**src/rtl/hid_key_events.sv**
```systemverilog
// hid_key_events
//   Turns successive HID keyboard snapshots into discrete press/release
//   events. Each accepted report is diffed against the previous one. Eight
//   modifier slots and four key slots are walked one per cycle: releases
//   first, then presses. Every changed key is queued in a small event FIFO.
//
// Ports
//   clk, resetn            USB-domain clock, asynchronous active-low reset
//   usb_type               device type from host (1 = keyboard)
//   usb_report             one-cycle strobe: new snapshot on key inputs
//   key_modifiers          modifier bits, bit i = usage 0xE0+i
//   key1..key4             usage codes, 0x00 = empty slot
//   ev_valid/ev_ready      event FIFO head handshake
//   ev_code/ev_press       head event usage and direction (1 = press)
//   busy                   compare engine not idle
//   report_dropped         pulse: report arrived while busy and was ignored
//   overflow               sticky: an event was lost to a full FIFO
module hid_key_events #(
  parameter int FIFO_DEPTH = 8
) (
  input  logic       clk,
  input  logic       resetn,
  input  logic [1:0] usb_type,
  input  logic       usb_report,
  input  logic [7:0] key_modifiers,
  input  logic [7:0] key1,
  input  logic [7:0] key2,
  input  logic [7:0] key3,
  input  logic [7:0] key4,
  output logic       ev_valid,
  input  logic       ev_ready,
  output logic [7:0] ev_code,
  output logic       ev_press,
  output logic       busy,
  output logic       report_dropped,
  output logic       overflow
);

  localparam int AW = $clog2(FIFO_DEPTH);

  typedef enum logic [1:0] {S_IDLE, S_REL, S_PRS, S_COMMIT} state_t;

  state_t          state_q, state_d;
  logic [3:0]      idx_q, idx_d;
  logic [7:0]      prev_mod_q, prev_mod_d, cur_mod_q, cur_mod_d;
  logic [3:0][7:0] prev_key_q, prev_key_d, cur_key_q, cur_key_d;

  logic [AW-1:0]   wr_ptr_q, wr_ptr_d, rd_ptr_q, rd_ptr_d;
  logic [AW:0]     count_q, count_d;
  logic            overflow_q, overflow_d;
  logic [8:0]      fifo_mem_q [FIFO_DEPTH];

  // Slot evaluation for the scan currently in progress
  logic [7:0]      src_mod, oth_mod;
  logic [3:0][7:0] src_key, oth_key;
  logic [7:0]      slot_code;
  logic            slot_present, slot_absent, slot_first;
  logic            push, push_press;
  logic            pop, full, wr_en;
  logic            prev_nonempty;

  always_comb begin
    // Release scan walks prev against cur; press scan walks cur against prev.
    if (state_q == S_PRS) begin
      src_mod = cur_mod_q;  src_key = cur_key_q;
      oth_mod = prev_mod_q; oth_key = prev_key_q;
    end else begin
      src_mod = prev_mod_q; src_key = prev_key_q;
      oth_mod = cur_mod_q;  oth_key = cur_key_q;
    end
    slot_code    = 8'h00;
    slot_present = 1'b0;
    slot_absent  = 1'b1;
    slot_first   = 1'b1;
    if (idx_q < 4'd8) begin
      slot_code    = 8'hE0 | {5'd0, idx_q[2:0]};
      slot_present = src_mod[idx_q[2:0]];
      slot_absent  = !oth_mod[idx_q[2:0]];
    end else begin
      slot_code    = src_key[idx_q[1:0]];
      slot_present = (slot_code != 8'h00);
      for (int i = 0; i < 4; i++) begin
        if (oth_key[i] == slot_code) slot_absent = 1'b0;
        // A code repeated in the snapshot only reports from its lowest slot.
        if (i < int'(idx_q[1:0]) && src_key[i] == slot_code) slot_first = 1'b0;
      end
    end
    push       = (state_q == S_REL || state_q == S_PRS) &&
                 slot_present && slot_absent && slot_first;
    push_press = (state_q == S_PRS);
  end

  assign prev_nonempty = (prev_mod_q != 8'h00) || (prev_key_q != '0);

  always_comb begin
    state_d        = state_q;
    idx_d          = idx_q;
    prev_mod_d     = prev_mod_q;
    prev_key_d     = prev_key_q;
    cur_mod_d      = cur_mod_q;
    cur_key_d      = cur_key_q;
    report_dropped = 1'b0;
    case (state_q)
      S_IDLE: begin
        if (usb_report && usb_type == 2'd1 && key1 != 8'h01) begin
          cur_mod_d = key_modifiers;
          cur_key_d = {key4, key3, key2, key1};
          idx_d     = 4'd0;
          state_d   = S_REL;
        end else if (usb_type != 2'd1 && prev_nonempty) begin
          // Device gone or no longer a keyboard: release everything held.
          cur_mod_d = 8'h00;
          cur_key_d = '0;
          idx_d     = 4'd0;
          state_d   = S_REL;
        end
      end
      S_REL: begin
        if (idx_q == 4'd11) begin
          idx_d   = 4'd0;
          state_d = S_PRS;
        end else begin
          idx_d = idx_q + 4'd1;
        end
      end
      S_PRS: begin
        if (idx_q == 4'd11) state_d = S_COMMIT;
        else                idx_d   = idx_q + 4'd1;
      end
      default: begin
        prev_mod_d = cur_mod_q;
        prev_key_d = cur_key_q;
        state_d    = S_IDLE;
      end
    endcase
    if (state_q != S_IDLE && usb_report) report_dropped = 1'b1;
  end

  // Event FIFO: a push into a full FIFO is only accepted if a pop frees a slot.
  always_comb begin
    full       = (count_q == (AW+1)'(FIFO_DEPTH));
    pop        = ev_valid && ev_ready;
    wr_en      = push && (!full || pop);
    overflow_d = overflow_q | (push && full && !pop);
    wr_ptr_d   = wr_en ? wr_ptr_q + AW'(1) : wr_ptr_q;
    rd_ptr_d   = pop   ? rd_ptr_q + AW'(1) : rd_ptr_q;
    count_d    = count_q + (AW+1)'(wr_en) - (AW+1)'(pop);
  end

  always_ff @(posedge clk or negedge resetn) begin
    if (!resetn) begin
      state_q    <= S_IDLE;
      idx_q      <= 4'd0;
      prev_mod_q <= 8'h00;
      prev_key_q <= '0;
      cur_mod_q  <= 8'h00;
      cur_key_q  <= '0;
      wr_ptr_q   <= '0;
      rd_ptr_q   <= '0;
      count_q    <= '0;
      overflow_q <= 1'b0;
    end else begin
      state_q    <= state_d;
      idx_q      <= idx_d;
      prev_mod_q <= prev_mod_d;
      prev_key_q <= prev_key_d;
      cur_mod_q  <= cur_mod_d;
      cur_key_q  <= cur_key_d;
      wr_ptr_q   <= wr_ptr_d;
      rd_ptr_q   <= rd_ptr_d;
      count_q    <= count_d;
      overflow_q <= overflow_d;
    end
  end

  // Storage needs no reset: entries are only visible through count_q.
  always_ff @(posedge clk) begin
    if (wr_en) fifo_mem_q[wr_ptr_q] <= {push_press, slot_code};
  end

  assign ev_valid = (count_q != '0);
  assign ev_code  = ev_valid ? fifo_mem_q[rd_ptr_q][7:0] : 8'h00;
  assign ev_press = ev_valid ? fifo_mem_q[rd_ptr_q][8]   : 1'b0;
  assign busy     = (state_q != S_IDLE);
  assign overflow = overflow_q;

endmodule

```
**config.mk**
```make
export PLATFORM = sky130hd
export DESIGN_NAME = hid_key_events
export DESIGN_NICKNAME = d
export VERILOG_FILES = /design/src/rtl/hid_key_events.sv
export SDC_FILE = /design/constraint.sdc
export NUM_CORES = 1
export LEC_CHECK = 0
export ABC_AREA = 1
export BUFFER_PORTS_ARGS = -buffer_cell sky130_fd_sc_hd__clkbuf_2
export CELL_PAD_IN_SITES_DETAIL_PLACEMENT = 0
export CELL_PAD_IN_SITES_GLOBAL_PLACEMENT = 1
export CORE_ASPECT_RATIO = 0.8
export CORE_MARGIN = 8
export CORE_UTILIZATION = 30
export DETAILED_ROUTE_END_ITERATION = 6
export PLACE_DENSITY_LB_ADDON = 0.1
export SLEW_MARGIN = 20
export SYNTH_ARGS = -nofsm -noshare
export SYNTH_HDL_FRONTEND = slang
export SYNTH_SLANG_ARGS = --single-unit
```
**constraint.sdc**
```tcl
create_clock -name clk -period 3.67 [get_ports clk]
set_clock_uncertainty 0.15 [all_clocks]
set_input_delay 0.734 -clock clk [delete_from_list [all_inputs] [get_ports clk]]
set_output_delay 0.734 -clock clk [all_outputs]
set_load 0.01 [all_outputs]
```
### Yosys cells after proc, flatten, opt, wreduce, memory -nomap -nowiden

Memory sizes are Yosys's and may differ from the RTL's.
Cells that the tools add are included.

* memory bits (writable): 72
* memories kept: 1
* word-level logic and storage cells: 119
* register bits: 97

Memory list
* fifo_mem_q: words 8, bits a word 9, rd ports 1, clocked after memory_dff 0, write ports 1, line 51 `logic [8:0] fifo_mem_q [FIFO_DEPTH];`

* reductions and logical operators: 32
* add/subtract/negate cells: 5
* equal/unequal tests: 18
* muxes and demuxes: 40
* bitwise logic cells: 1
* magnitude comparators: 6

Operators by type and width (count)
* $mux 32: 4
* $eq 8x8->1: 7
* $mux 8: 7
* $reduce_bool 32->1: 1
* $bmux 8 s2: 1
* $mux 1: 16
* $mux 4: 4
* $reduce_bool 8->1: 2
* $logic_and 1x1->1: 14
* $pmux 4 s3: 1
* $eq 4x4->1 const B: 2
* $mux 2: 4
* $ne 8x1->1 const B: 1
* $add 3x1->3 const B: 2
* $bmux 1 s3: 2
* $ne 2x1->1 const B: 3
* $pmux 2 s3: 1
* $reduce_and 3->1: 2
* $add 4x1->4: 1
* $add 4x1->4 const B: 1
* $eq 2x1->1 const B: 2
* $lt 1x2->1 const A: 2
* $lt 3x4->1 const B: 1
* $lt 4x4->1 const B: 1
* 15 further kinds: 20

### Longest topological paths before layout

Gate-level depths: netlist of the first run.

* depth in word-level cells: 15
* mapped depth: 27
* gate-level depth less buffers: 26

### Worst setup path before layout of the first run

No wires, ideal clock.

* kind: register to register
* start: reg state_q[0]
* end: reg count_q[2]
* slack: 0.463 ns
* required time: 3.397 ns
* setup time: 0.123 ns
* clock period less this slack: 3.207 ns
* path buffers: 4
* arrival time: 2.934 ns
* stages on the path, launching flop included: 24
* path through: dfrtp_1 > inv_1 > ha_1 > buf_6 > buf_12 > buf_8 > buf_6 > o21ai_0 > inv_1 > nand2_1 > nand3_1 > nor2_1 > nand2_1 > nand2_1 > nor2_1 > nand2_1 > nand2_2 > nand2_1 > nand2_1 > nand2_1 > ha_1 > inv_1 > fa_1 > xnor2_1

* cells in the longest elaborated chain, start to end: 15
* elaborated cells on any way between the ends: 41
* those cells by class: 2 x add/sub; 9 x eq/ne; 20 x mux; 10 x reduce/logical

Ends and longest elaborated chain
* start: declaration: line 43 `state_t state_q, state_d;`
* start signal: assignment: line 163 `state_q <= state_d;`
* $eq 2x2->1 (*)
* via push_press: line 58 `logic push, push_press;`
* $mux 32: line 64 `if (state_q == S_PRS) begin`
* $bmux 8 s2: line 80 `slot_code = src_key[idx_q[1:0]];`
* $mux 8 (not written as such): line 80
* $eq 8x8->1: line 83 `if (oth_key[i] == slot_code) slot_absent = 1'b0;`
* $mux 1 (4 in a row): line 83
* $mux 1: line 75 `if (idx_q < 4'd8) begin`
* $logic_and 1x1->1: line 89 `slot_present && slot_absent && slot_first;`
* $logic_and 1x1->1 (*): line 89
* $logic_and 1x1->1 (*): line 143 `wr_en = push && (!full || pop);`
* $add 4x1->4 (*): line 147 `count_d = count_q + (AW+1)'(wr_en) - (AW+1)'(pop);`
* $sub 4x1->4 (*): line 147
* via count_d[2]: line 49 `logic [AW:0] count_q, count_d;`
* end signal: assignment: line 171 `count_q <= count_d;`
* end: declaration: line 49

The timed path passes the listed nets; every way through them passes the cells marked *. The select of a mux whose other input is x is not followed.
A chain may end at the register's enable or synchronous reset.

### Worst setup path after layout of the first run

* start: reg state_q[0]
* end: reg count_q[1]

The elaborated chain is that of the path after synthesis.

==> out/results.txt, run 1 <==
Vert. Die Dim: 176.3 um
Root Driver: clkbuf_16
hold buffer count at CTS: 0
post-synthesis adder-cell area fraction: 2.025%
Startpoint Class: flop
Clock Latency Late Sink: 0.44 ns
GR Util All Layers: 16.48%
detailed-route via count: 8,145
XOR/XNOR Fraction of Synth Area: 2.635%
switching share of total power: 48.20%
Tcrit/Tclk final: 94.67%
Net Count, Synth: 1,264
fraction of layout cells with a size suffix above 1: 17.98%
Post-synth top flop: dfrtp_1
fin util: 36.77%
reg2reg path depth: 22
H-tree depth: 4
Ant. Diodes: 0
CTS Buffer Depth: 2
largest net degree at the start of global routing: 57
grt ovf: 0
mux cell area share after synthesis: 0%
vias per cell: 4.716
FMAX: 287.8 MHz
Placement Rows: 58
Avg WL per Cell: 18.37 um
Final Critical Period: 3.474 ns
leading cell types in the layout, fill and taps excluded: nand2_1 (293), inv_1 (153), o21ai_0 (142)
ys async rst share: 57.40%
Arr. time, crit path: 3.66 ns
CP Cell Sequence: inv_2 -> ha_4 -> inv_4 -> buf_12 -> nand2_1 -> nand3_1 -> nand3_4 -> nand2_8 -> buf_4 -> nor3_1 -> nand4_1 -> nand3_1 -> nor2_1 -> nand2_1 -> nand2_2 -> nand2_2 -> nand2_2 -> nand2_1 -> ha_2 -> inv_1 -> fa_1 -> inv_1
initial antenna violation count: 0
CP Capture Type: flop
Post-Layout Cell Count: 1,727
drt pass-1 iters: 5
YS warnings: 0
Residual DRC: 0
Worst-path clk slew: 0.08 ns
CP peak stage delay: 0.48 ns
Final Hold Viols: 0
I/O pins: 59
Flop pwr share: 26.3%
Slowest cell on crit path: fa_1
Final setup viols: 0
first-pass GRT wire length: 48,730 um
commonest non-fill, non-tap cell in the layout: nand2_1
initial core utilization: 30.54%
Num CTS Buffers: 17
dpl cells: 1,677
Worst Path Required: 3.85 ns
setup TNS: 0 ns
largest fanout on the critical path: 18
FF+latch count, synth: 169
Synth cell types: 38
PD cells: 934.9 nW/um2
sequential area share after synthesis: 47.61%
fin nets: 1,355
largest family of logic cells by synthesized area: simple AND/OR/NAND/NOR gates
Synth Area in Simple Gates: 25.47%
proportion of power drawn by the clock network: 17.3%
complex-gate fraction of the synthesized area: 12.40%
Placed Instance Area: 10,620 um2
EDFF count, synth: 72
Comb power frac: 56.4%
chip width: 216.4 um
Mapped Area: 9639 um2
CTS Sinks: 169
die area: 38,160 um2
kind of critical path: reg -> reg
Syn Area/Cell: 8.013 um2
post-synth top area share: 25.18%
hpwl dp: 22,620 um
Synth area leaders: dfrtp_1 (25%), edfxtp_1 (22%), nand2_1 (12%)
core region area: 31,570 um2
MaxCap Viol Count: 0
Area growth syn-to-layout: 20.43%
Final Cell Area: 11,610 um2
DR iter-0 viols: 513
Net Sw Power: 5.231 mW
# port buffers: 58
Rel. slew slack: 34.08%
final antenna-violating net count: 0
VDD IR max: 454.9 uV
LEAKAGE: 5.147 nW
cells after synthesis: 1,203
status: complete, no violations
Tightest Hold Check Type: in -> async
RSZ-0062 raised after global routing: yes
TritonCTS clock tree: done
total wire length: 31,730 um
vias in the first global route: 8,123
P_int: 5.622 mW
post-synth top area cell: dfrtp_1
RD Place Congestion: 0.8406
Final Max Slew Viols: 0
Tightest Pin Transition: 0.9784 ns
==> metrics by stage <==
step / power [mW] / setup WS (ns) / hold WS (ns)
3_3_place_gp: 8.532 / 0.1374 / 0.3166
4_1_cts: 10.40 / 0.05710 / 0.1785
5_1_grt: 11.76 / -0.05177 / 0.2047
3_5_place_dp: 8.485 / 0.08668 / 0.3260
2_1_floorplan: 6.604 / 0.4632 / 0.2884
6_report: 10.85 / 0.1957 / 0.1585
==> registers in the layout, indices dropped and copies added (netlist names), 4 cells and up <==
signal / cells
count_q: 4
cur_key_q: 32
idx_q: 4
prev_key_q: 32
fifo_mem_q: 72
cur_mod_q: 8
prev_mod_q: 8
==> layout make-up <==
class	instances	area (um2)
Clock buffer	17	425.4
Multi-Input combinational cell	815	4285
Inverter	164	618.1
Clock inverter	15	176.4
Fill cell	3351	19960
Tap cell	420	525.5
Timing Repair Buffer	127	987.2
Sequential cell	169	4591
==> critical path: cells and delay by family (launching register included) <==
family                   cells  cell delay (ns)
adder cells (fa/ha/maj)      3             0.90
buffers and inverters        6             0.56
flip-flops                   1             0.39
AND/OR/NAND/NOR             13             1.36
==> Yosys cell counts, types with 2 or more instances <==
cell,count
nor2_2,8
a31oi_1,9
buf_4,4
xor2_1,27
nand3b_1,7
nand2_1,300
nand2_4,5
inv_2,6
dfrtp_1,97
nand3_1,90
o22ai_1,39
nand4_1,11
nor3_1,3
inv_1,156
a221oi_1,2
buf_6,10
buf_2,9
o21bai_1,2
nand3_2,11
nand3_4,3
nand2_2,12
a21oi_1,9
o21ai_1,15
xnor2_1,2
o21ai_0,143
nor4_1,9
clkinv_1,2
ha_1,14
nor2_1,89
clkbuf_1,30
edfxtp_1,72
==> power groups by stage <==
stage / Sequential [mW] / Combinational, mW / Clock, mW
2_1_floorplan: 2.73 / 3.87 / 0
3_3_place_gp: 2.90 / 5.63 / 0
3_5_place_dp: 2.89 / 5.59 / 0
4_1_cts: 2.86 / 5.62 / 1.92
5_1_grt: 2.93 / 6.85 / 1.98
6_report: 2.86 / 6.12 / 1.88
==> metal layers <==
layer,wire [um],share of wire (%),track usage (%),vias up
li1,-,-,-,4121
met1,16640,52,24.26,3887
met2,13950,44,25.38,113
met3,786,2.5,2.463,24
met4,352,1.1,3.292,0
met5,0,0,0,-
==> worst paths after layout <==
| path | from | end | slack (ns) |
|---|---|---|---|
| max reg2reg | state_q[0]$_DFFE_PN0P_ | count_q[1]$_DFF_PN0_ | 0.20 |
| min | resetn | cur_mod_q[0]$_DFFE_PN0P_ | 0.16 |
| max in group asynchronous | resetn | prev_key_q[19]$_DFFE_PN0P_ | 2.45 |
| min in group clk | cur_key_q[29]$_DFFE_PN0P_ | prev_key_q[29]$_DFFE_PN0P_ | 0.33 |
| min reg2reg | cur_key_q[29]$_DFFE_PN0P_ | prev_key_q[29]$_DFFE_PN0P_ | 0.33 |
| max | state_q[0]$_DFFE_PN0P_ | count_q[1]$_DFF_PN0_ | 0.20 |
==> what timing repair did <==
| action | in CTS | in global routing |
|---|---|---|
| gates resized for setup | 0 | 45 |
| endpoints found under the setup margin | 0 | 75 |
| setup buffers | 0 | 15 |
==> kinds of logic (layout without fill, tap and decap cells) <==
family          count (synthesis)  in the layout
fa+ha+maj                      15             15
simple gates                  549            549
flops                         169            169
buf+inv                       219            323
compound gates                222            222
xor+xnor                       29             29
Note: power is estimated with default switching activity, not from simulation.
==> run 2, diff against run 1 <==
--- a/config.mk
+++ b/config.mk
@@ -14,6 +14,7 @@
 export CORE_UTILIZATION = 30
 export DETAILED_ROUTE_END_ITERATION = 6
 export PLACE_DENSITY_LB_ADDON = 0.1
+export REMOVE_ABC_BUFFERS = 1
 export SLEW_MARGIN = 20
 export SYNTH_ARGS = -nofsm -noshare
 export SYNTH_HDL_FRONTEND = slang
==> run 2 against run 1 <==
  * Clock-buffer cell count up 1
  * Worst setup slack better by 0.040 ns
  * Critical path type unchanged
  * Highest routed layer unchanged
  * Non-clock buffer count down 18
==> out/results.txt, run 2 (synthesis results as in run 1) <==
status: complete, no violations
LEAKAGE: 5.026 nW (-2.4%)
Worst Path Required: 3.84 ns (about the same)
Tcrit/Tclk final: 93.59% (-1.1 points)
largest fanout on the critical path: 19 (+1)
Ant. Diodes: 0 (unchanged)
initial antenna violation count: 0 (unchanged)
RSZ-0062 raised after global routing: yes
Startpoint Class: flop
Rel. slew slack: 34.05% (about the same)
vias per cell: 4.720 (about the same)
detailed-route via count: 8,072 (-0.90%)
H-tree depth: 4 (unchanged)
DR iter-0 viols: 554 (+8.0%)
Arr. time, crit path: 3.61 ns (-0.05 ns)
most flop-heavy register: fifo_mem_q
Root Driver: clkbuf_16
# port buffers: 58 (unchanged)
TritonCTS clock tree: done
drt pass-1 iters: 5 (unchanged)
Worst-path clk slew: 0.08 ns (about the same)
hpwl dp: 22,310 um (-1.4%)
first-pass GRT wire length: 47,460 um (-2.6%)
vias in the first global route: 7,998 (-1.5%)
CTS Buffer Depth: 2 (unchanged)
max FFs per register: 72 (unchanged)
GR Util All Layers: 16.00% (-0.47 points)
fillcell total: 3,372 (+0.63%)
PD cells: 926.5 nW/um2 (-0.90%)
hold buffer count at CTS: 0 (unchanged)
die area: 38,160 um2 (unchanged)
I/O pins: 59 (unchanged)
FMAX: 291.2 MHz (+1.2%)
Tightest Pin Transition: 0.9789 ns (+0.0004892 ns)
MaxCap Viol Count: 0 (unchanged)
fraction of layout cells with a size suffix above 1: 16.12% (-1.9 points)
largest net degree at the start of global routing: 66 (+16%)
core region area: 31,570 um2 (unchanged)
setup TNS: 0 ns (unchanged)
Final Critical Period: 3.435 ns (-0.03969 ns)
fin nets: 1,338 (-1.3%)
Final Hold Viols: 0 (unchanged)
Area growth syn-to-layout: 17.69%
final antenna-violating net count: 0 (unchanged)
Num CTS Buffers: 17 (unchanged)
CP Capture Type: flop
commonest non-fill, non-tap cell in the layout: nand2_1
grt ovf: 0 (unchanged)
leading cell types in the layout, fill and taps excluded: nand2_1 (295), inv_1 (152), o21ai_0 (142)
Final Max Slew Viols: 0 (unchanged)
fin util: 35.94% (-0.84 points)
kind of critical path: reg -> reg
Clock Latency Late Sink: 0.44 ns (about the same)
Top Registers: fifo_mem_q x72, cur_key_q x32, prev_key_q x32
RD Place Congestion: 0.8332 (-0.88%)
dpl cells: 1,670 (-0.42%)
Final setup viols: 0 (unchanged)
Placement Rows: 58 (unchanged)
Avg WL per Cell: 18.02 um (-1.9%)
initial core utilization: 30.54% (unchanged)
Vert. Die Dim: 176.3 um (unchanged)
Residual DRC: 0 (unchanged)
Tightest Hold Check Type: in -> async
total wire length: 30,810 um (-2.9%)
chip width: 216.4 um (unchanged)
Post-Layout Cell Count: 1,710 (-0.98%)
VDD IR max: 321.9 uV (-29%)
CTS Sinks: 169 (unchanged)
-- run 2: cell types whose count changed in the layout (fill, tap and decap cells not counted), sizes merged --
cell	delta
buf	-19
clkbuf	+2
inv	-5
clkinvlp	+3
bufinv	+1
nand2	+1
-- run 2: layout make-up --
class                   count  area (um2)  share of cell area, %
multi-input cells         816        4210                  37.11
inverters                 164       618.1                  5.448
flip-flops and latches    169        4591                  40.47
clock inverters            14       147.6                  1.301
clock buffers              18       429.2                  3.783
well taps                 420       525.5                  4.632
repair buffers            109       823.3                  7.257
-- run 2: stage by stage --
stage | area [um2] | setup slack, ns | hold WS, ns | total power [mW]
floorplan | 9304 | -2.085 | 0.2884 | 6.290
global placement | 10540 | 0.06922 | 0.3355 | 8.428
detailed placement | 10540 | 0.08191 | 0.3258 | 8.398
CTS | 11110 | 0.05525 | 0.1144 | 10.25
global route | 11340 | -0.04615 | 0.1262 | 11.41
finish | 11340 | 0.2354 | 0.1038 | 10.51
-- run 2: timing repair --
action	in CTS	in global routing
setup endpoints to repair	0	75
resized for setup	0	26
setup buffers	0	3
-- run 2: critical path, cell delays in order, from the launching register on --
cell and delay [ns]:
dfrtp_1 0.39, inv_2 0.09, ha_4 0.22, inv_4 0.08
buf_12 0.16, nand2_1 0.08, nand2_1 0.08, nand2_1 0.06
nand2_1 0.06, inv_2 0.10, nand2_4 0.11, nand3_1 0.13
nand3_2 0.10, nor2_1 0.14, nand3_1 0.10, nand2_2 0.09
nor2_1 0.04, nand2_1 0.09, nand2_2 0.09, nand2_2 0.09
nand2_2 0.07, nand2_1 0.08, ha_1 0.15, inv_1 0.05
fa_1 0.37, xnor2_1 0.14
-- run 2: power by group --
| part | internal (mW) | leakage, nW | switching, mW | total (mW) |
|---|---|---|---|---|
| combinational | 2.02 | 2.85 | 3.84 | 5.87 |
| sequential | 2.46 | 1.91 | 0.375 | 2.83 |
| clock | 1.01 | 0.266 | 0.807 | 1.81 |
-- run 2: routing by layer --
metal	vias to the layer above	share of wire [%]	GRT usage, %
met3	17	3.3	2.976
li1	4076	-	-
met5	-	0	0
met2	126	42	23.14
met4	0	0.79	2.926
met1	3853	54	24.50
-- run 2: path summary, 6_finish.rpt --
check,depth (start not counted),to,slack (ns),startpoint
worst min-delay path,1,cur_key_q[26]$_DFFE_PN0P_,0.10,resetn
max in group asynchronous,2,state_q[1]$_DFFE_PN0P_,2.50,resetn
worst max-delay path,25,count_q[2]$_DFF_PN0_,0.24,state_q[0]$_DFFE_PN0P_
worst max register to register,25,count_q[2]$_DFF_PN0_,0.24,state_q[0]$_DFFE_PN0P_
min in group clk,2,prev_key_q[25]$_DFFE_PN0P_,0.35,cur_key_q[25]$_DFFE_PN0P_
worst min register to register,2,prev_key_q[25]$_DFFE_PN0P_,0.35,cur_key_q[25]$_DFFE_PN0P_
==> run 3, diff against run 2 <==
--- a/config.mk
+++ b/config.mk
@@ -6,13 +6,13 @@
 export NUM_CORES = 1
 export LEC_CHECK = 0
 export ABC_AREA = 1
-export BUFFER_PORTS_ARGS = -buffer_cell sky130_fd_sc_hd__clkbuf_2
 export CELL_PAD_IN_SITES_DETAIL_PLACEMENT = 0
 export CELL_PAD_IN_SITES_GLOBAL_PLACEMENT = 1
 export CORE_ASPECT_RATIO = 0.8
 export CORE_MARGIN = 8
 export CORE_UTILIZATION = 30
 export DETAILED_ROUTE_END_ITERATION = 6
+export DONT_BUFFER_PORTS = 1
 export PLACE_DENSITY_LB_ADDON = 0.1
 export REMOVE_ABC_BUFFERS = 1
 export SLEW_MARGIN = 20
==> run 3 against run 2 <==
  * Via count fell by 1.5%
  * Combinational power grew 12%
  * Cell area grew 2.4%
  * Largest cell class unchanged
==> out/results.txt, run 3 (synthesis results as in run 1) <==
Avg WL per Cell: 19.14 um (+6.2%)
total wire length: 32,100 um (+4.2%)
Area growth syn-to-layout: 20.47%
Startpoint Class: flop
drt pass-1 iters: 5 (unchanged)
Tcrit/Tclk final: 95.64% (+2.1 points)
proportion of power drawn by the clock network: 15.5% (-1.7 points)
first-pass GRT wire length: 48,580 um (+2.4%)
met1 Usage GRT: 25.24% (+0.74 points)
Residual DRC: 0 (unchanged)
CTS Sinks: 169 (unchanged)
# port buffers: 0 (-100%)
Final Critical Period: 3.510 ns (+0.07548 ns)
Final setup viols: 0 (unchanged)
RD Place Congestion: 0.8326 (about the same)
detailed-route via count: 7,953 (-1.5%)
Final Max Slew Viols: 0 (unchanged)
PnR worst setup slack: 0.1599 ns (-0.07548 ns)
final antenna-violating net count: 0 (unchanged)
Rel. slew slack: 38.93% (+4.9 points)
Net Sw Power: 5.317 mW (+5.8%)
Placed Instance Area: 10,330 um2 (-1.9%)
Reg2Reg Setup Slack: 0.16 ns (-0.08 ns)
vias in the first global route: 7,890 (-1.4%)
P_int: 5.800 mW (+5.7%)
kind of critical path: reg -> reg
initial antenna violation count: 1 (+1)
met3 Usage GRT: 3.369% (+0.39 points)
FMAX: 284.9 MHz (-2.2%)
gr busiest metal: met1
initial core utilization: 30.54% (unchanged)
status: complete, no violations
hpwl dp: 21,510 um (-3.6%)
Final Hold Viols: 0 (unchanged)
VDD IR max: 408.3 uV (+27%)
Root Driver: clkbuf_16
Tightest Pin Transition: 0.9064 ns (-0.07251 ns)
Placement Rows: 58 (unchanged)
CTS Buffer Depth: 2 (unchanged)
Top Registers: fifo_mem_q x72, cur_key_q x32, prev_key_q x32
Slowest cell on crit path: fa_2
CP Capture Type: flop
switching share of total power: 47.83% (about the same)
Comb power frac: 59.0% (+3.2 points)
TritonCTS clock tree: done
chip width: 216.4 um (unchanged)
LEAKAGE: 5.025 nW (about the same)
fraction of layout cells with a size suffix above 1: 16.39% (+0.26 points)
CP peak stage delay: 0.51 ns (+0.12 ns)
Worst Path Required: 3.86 ns (+0.02 ns)
leading cell types in the layout, fill and taps excluded: nand2_1 (279), inv_1 (153), o21ai_0 (141)
most flop-heavy register: fifo_mem_q
fin nets: 1,307 (-2.3%)
Clock Latency Late Sink: 0.45 ns (about the same)
largest fanout on the critical path: 13 (-6)
Flop pwr share: 25.6% (-1.4 points)
Power, Total: 11.12 mW (+5.8%)
Arr. time, crit path: 3.70 ns (+0.09 ns)
Tightest Hold Check Type: in -> async
global routing met2 resource utilization: 23.68% (+0.54 points)
Num CTS Buffers: 17 (unchanged)
pre-CTS worst setup slack: -0.04572 ns (-0.1276 ns)
MaxCap Viol Count: 0 (unchanged)
PD cells: 957.3 nW/um2 (+3.3%)
Vert. Die Dim: 176.3 um (unchanged)
I/O pins: 59 (unchanged)
largest net degree at the start of global routing: 98 (+48%)
GR Util All Layers: 16.63% (+0.63 points)
max FFs per register: 72 (unchanged)
Post-Layout Cell Count: 1,677 (-1.9%)
dpl cells: 1,617 (-3.2%)
DR iter-0 viols: 504 (-9.0%)
Ant. Diodes: 0 (unchanged)
H-tree depth: 4 (unchanged)
die area: 38,160 um2 (unchanged)
Final Cell Area: 11,610 um2 (+2.4%)
grt ovf: 0 (unchanged)
commonest non-fill, non-tap cell in the layout: nand2_1
vias per cell: 4.742 (+0.46%)
Worst-path clk slew: 0.07 ns (about the same)
core region area: 31,570 um2 (unchanged)
[run 3: changes by cell type in the layout (fill, tap and decap cells not counted), sizes merged]
cell	delta
clkbuf	-53
buf	+23
bufbuf	+1
bufinv	-1
clkinvlp	-1
inv	-1
nand2	-1
[run 3: through the flow]
stage	TNS, ns	hold WS (ns)	util [%]
2_1_floorplan	-214.43	0.2884	-
3_3_place_gp	-0.08311	0.2939	32.73
3_5_place_dp	-0.08868	0.2938	32.73
4_1_cts	0	0.07658	34.72
5_1_grt	-0.02525	0.08873	36.79
6_report	0	0.06837	36.79
[run 3: timing repair]
action | CTS | global route
buffers inserted | 2 | 19
gates cloned | 1 | 7
hold buffers | 1 | 0
endpoints found under the setup margin | 2 | 72
hold endpoints to repair | 97 | 0
pin swaps | 1 | 28
gates resized for setup | 2 | 74
[run 3: per-layer routing]
| metal | part of all wire, % | vias to the layer above |
|---|---|---|
| met1 | 53 | 3758 |
| met2 | 42 | 143 |
| met5 | 0.040 | - |
| met3 | 3.9 | 24 |
| met4 | 1.1 | 2 |
| li1 | - | 4026 |
[run 3: critical path: cells and delay by family, from the launching register on]
| kind | cells | cell delay, ns |
|---|---|---|
| flops | 1 | 0.40 |
| fa+ha+maj | 3 | 0.89 |
| simple gates | 16 | 1.27 |
| buf+inv | 7 | 0.69 |
[run 3: cell type report]
| cell class | instances | area [um2] |
|---|---|---|
| Multi-Input combinational cell | 815 | 4431 |
| Inverter | 164 | 620.6 |
| Sequential cell | 169 | 4589 |
| Clock inverter | 11 | 100.1 |
| Fill cell | 3328 | 19960 |
| Clock buffer | 19 | 432.9 |
| Timing Repair Buffer | 79 | 913.4 |
| Tap cell | 420 | 525.5 |
[run 3: worst paths after layout]
check | startpoint | end | depth (start not counted)
worst max-delay path | state_q[0]$_DFFE_PN0P_ | count_q[1]$_DFF_PN0_ | 26
worst min-delay path | resetn | prev_key_q[18]$_DFFE_PN0P_ | 1
worst max register to register | state_q[0]$_DFFE_PN0P_ | count_q[1]$_DFF_PN0_ | 26
worst min register to register | cur_key_q[29]$_DFFE_PN0P_ | prev_key_q[29]$_DFFE_PN0P_ | 2
max in group asynchronous | resetn | prev_key_q[30]$_DFFE_PN0P_ | 1
min in group clk | key4[0] | cur_key_q[24]$_DFFE_PN0P_ | 2
[run 3: power by group through the flow]
stage | Combinational (mW) | Clock (mW) | Sequential [mW]
after global placement | 5.51 | 0 | 2.87
final | 6.55 | 1.72 | 2.84
after global routing | 7.32 | 1.84 | 2.91
after CTS | 5.65 | 1.77 | 2.83
after floorplan | 3.47 | 0 | 2.82
after detailed placement | 5.48 | 0 | 2.86
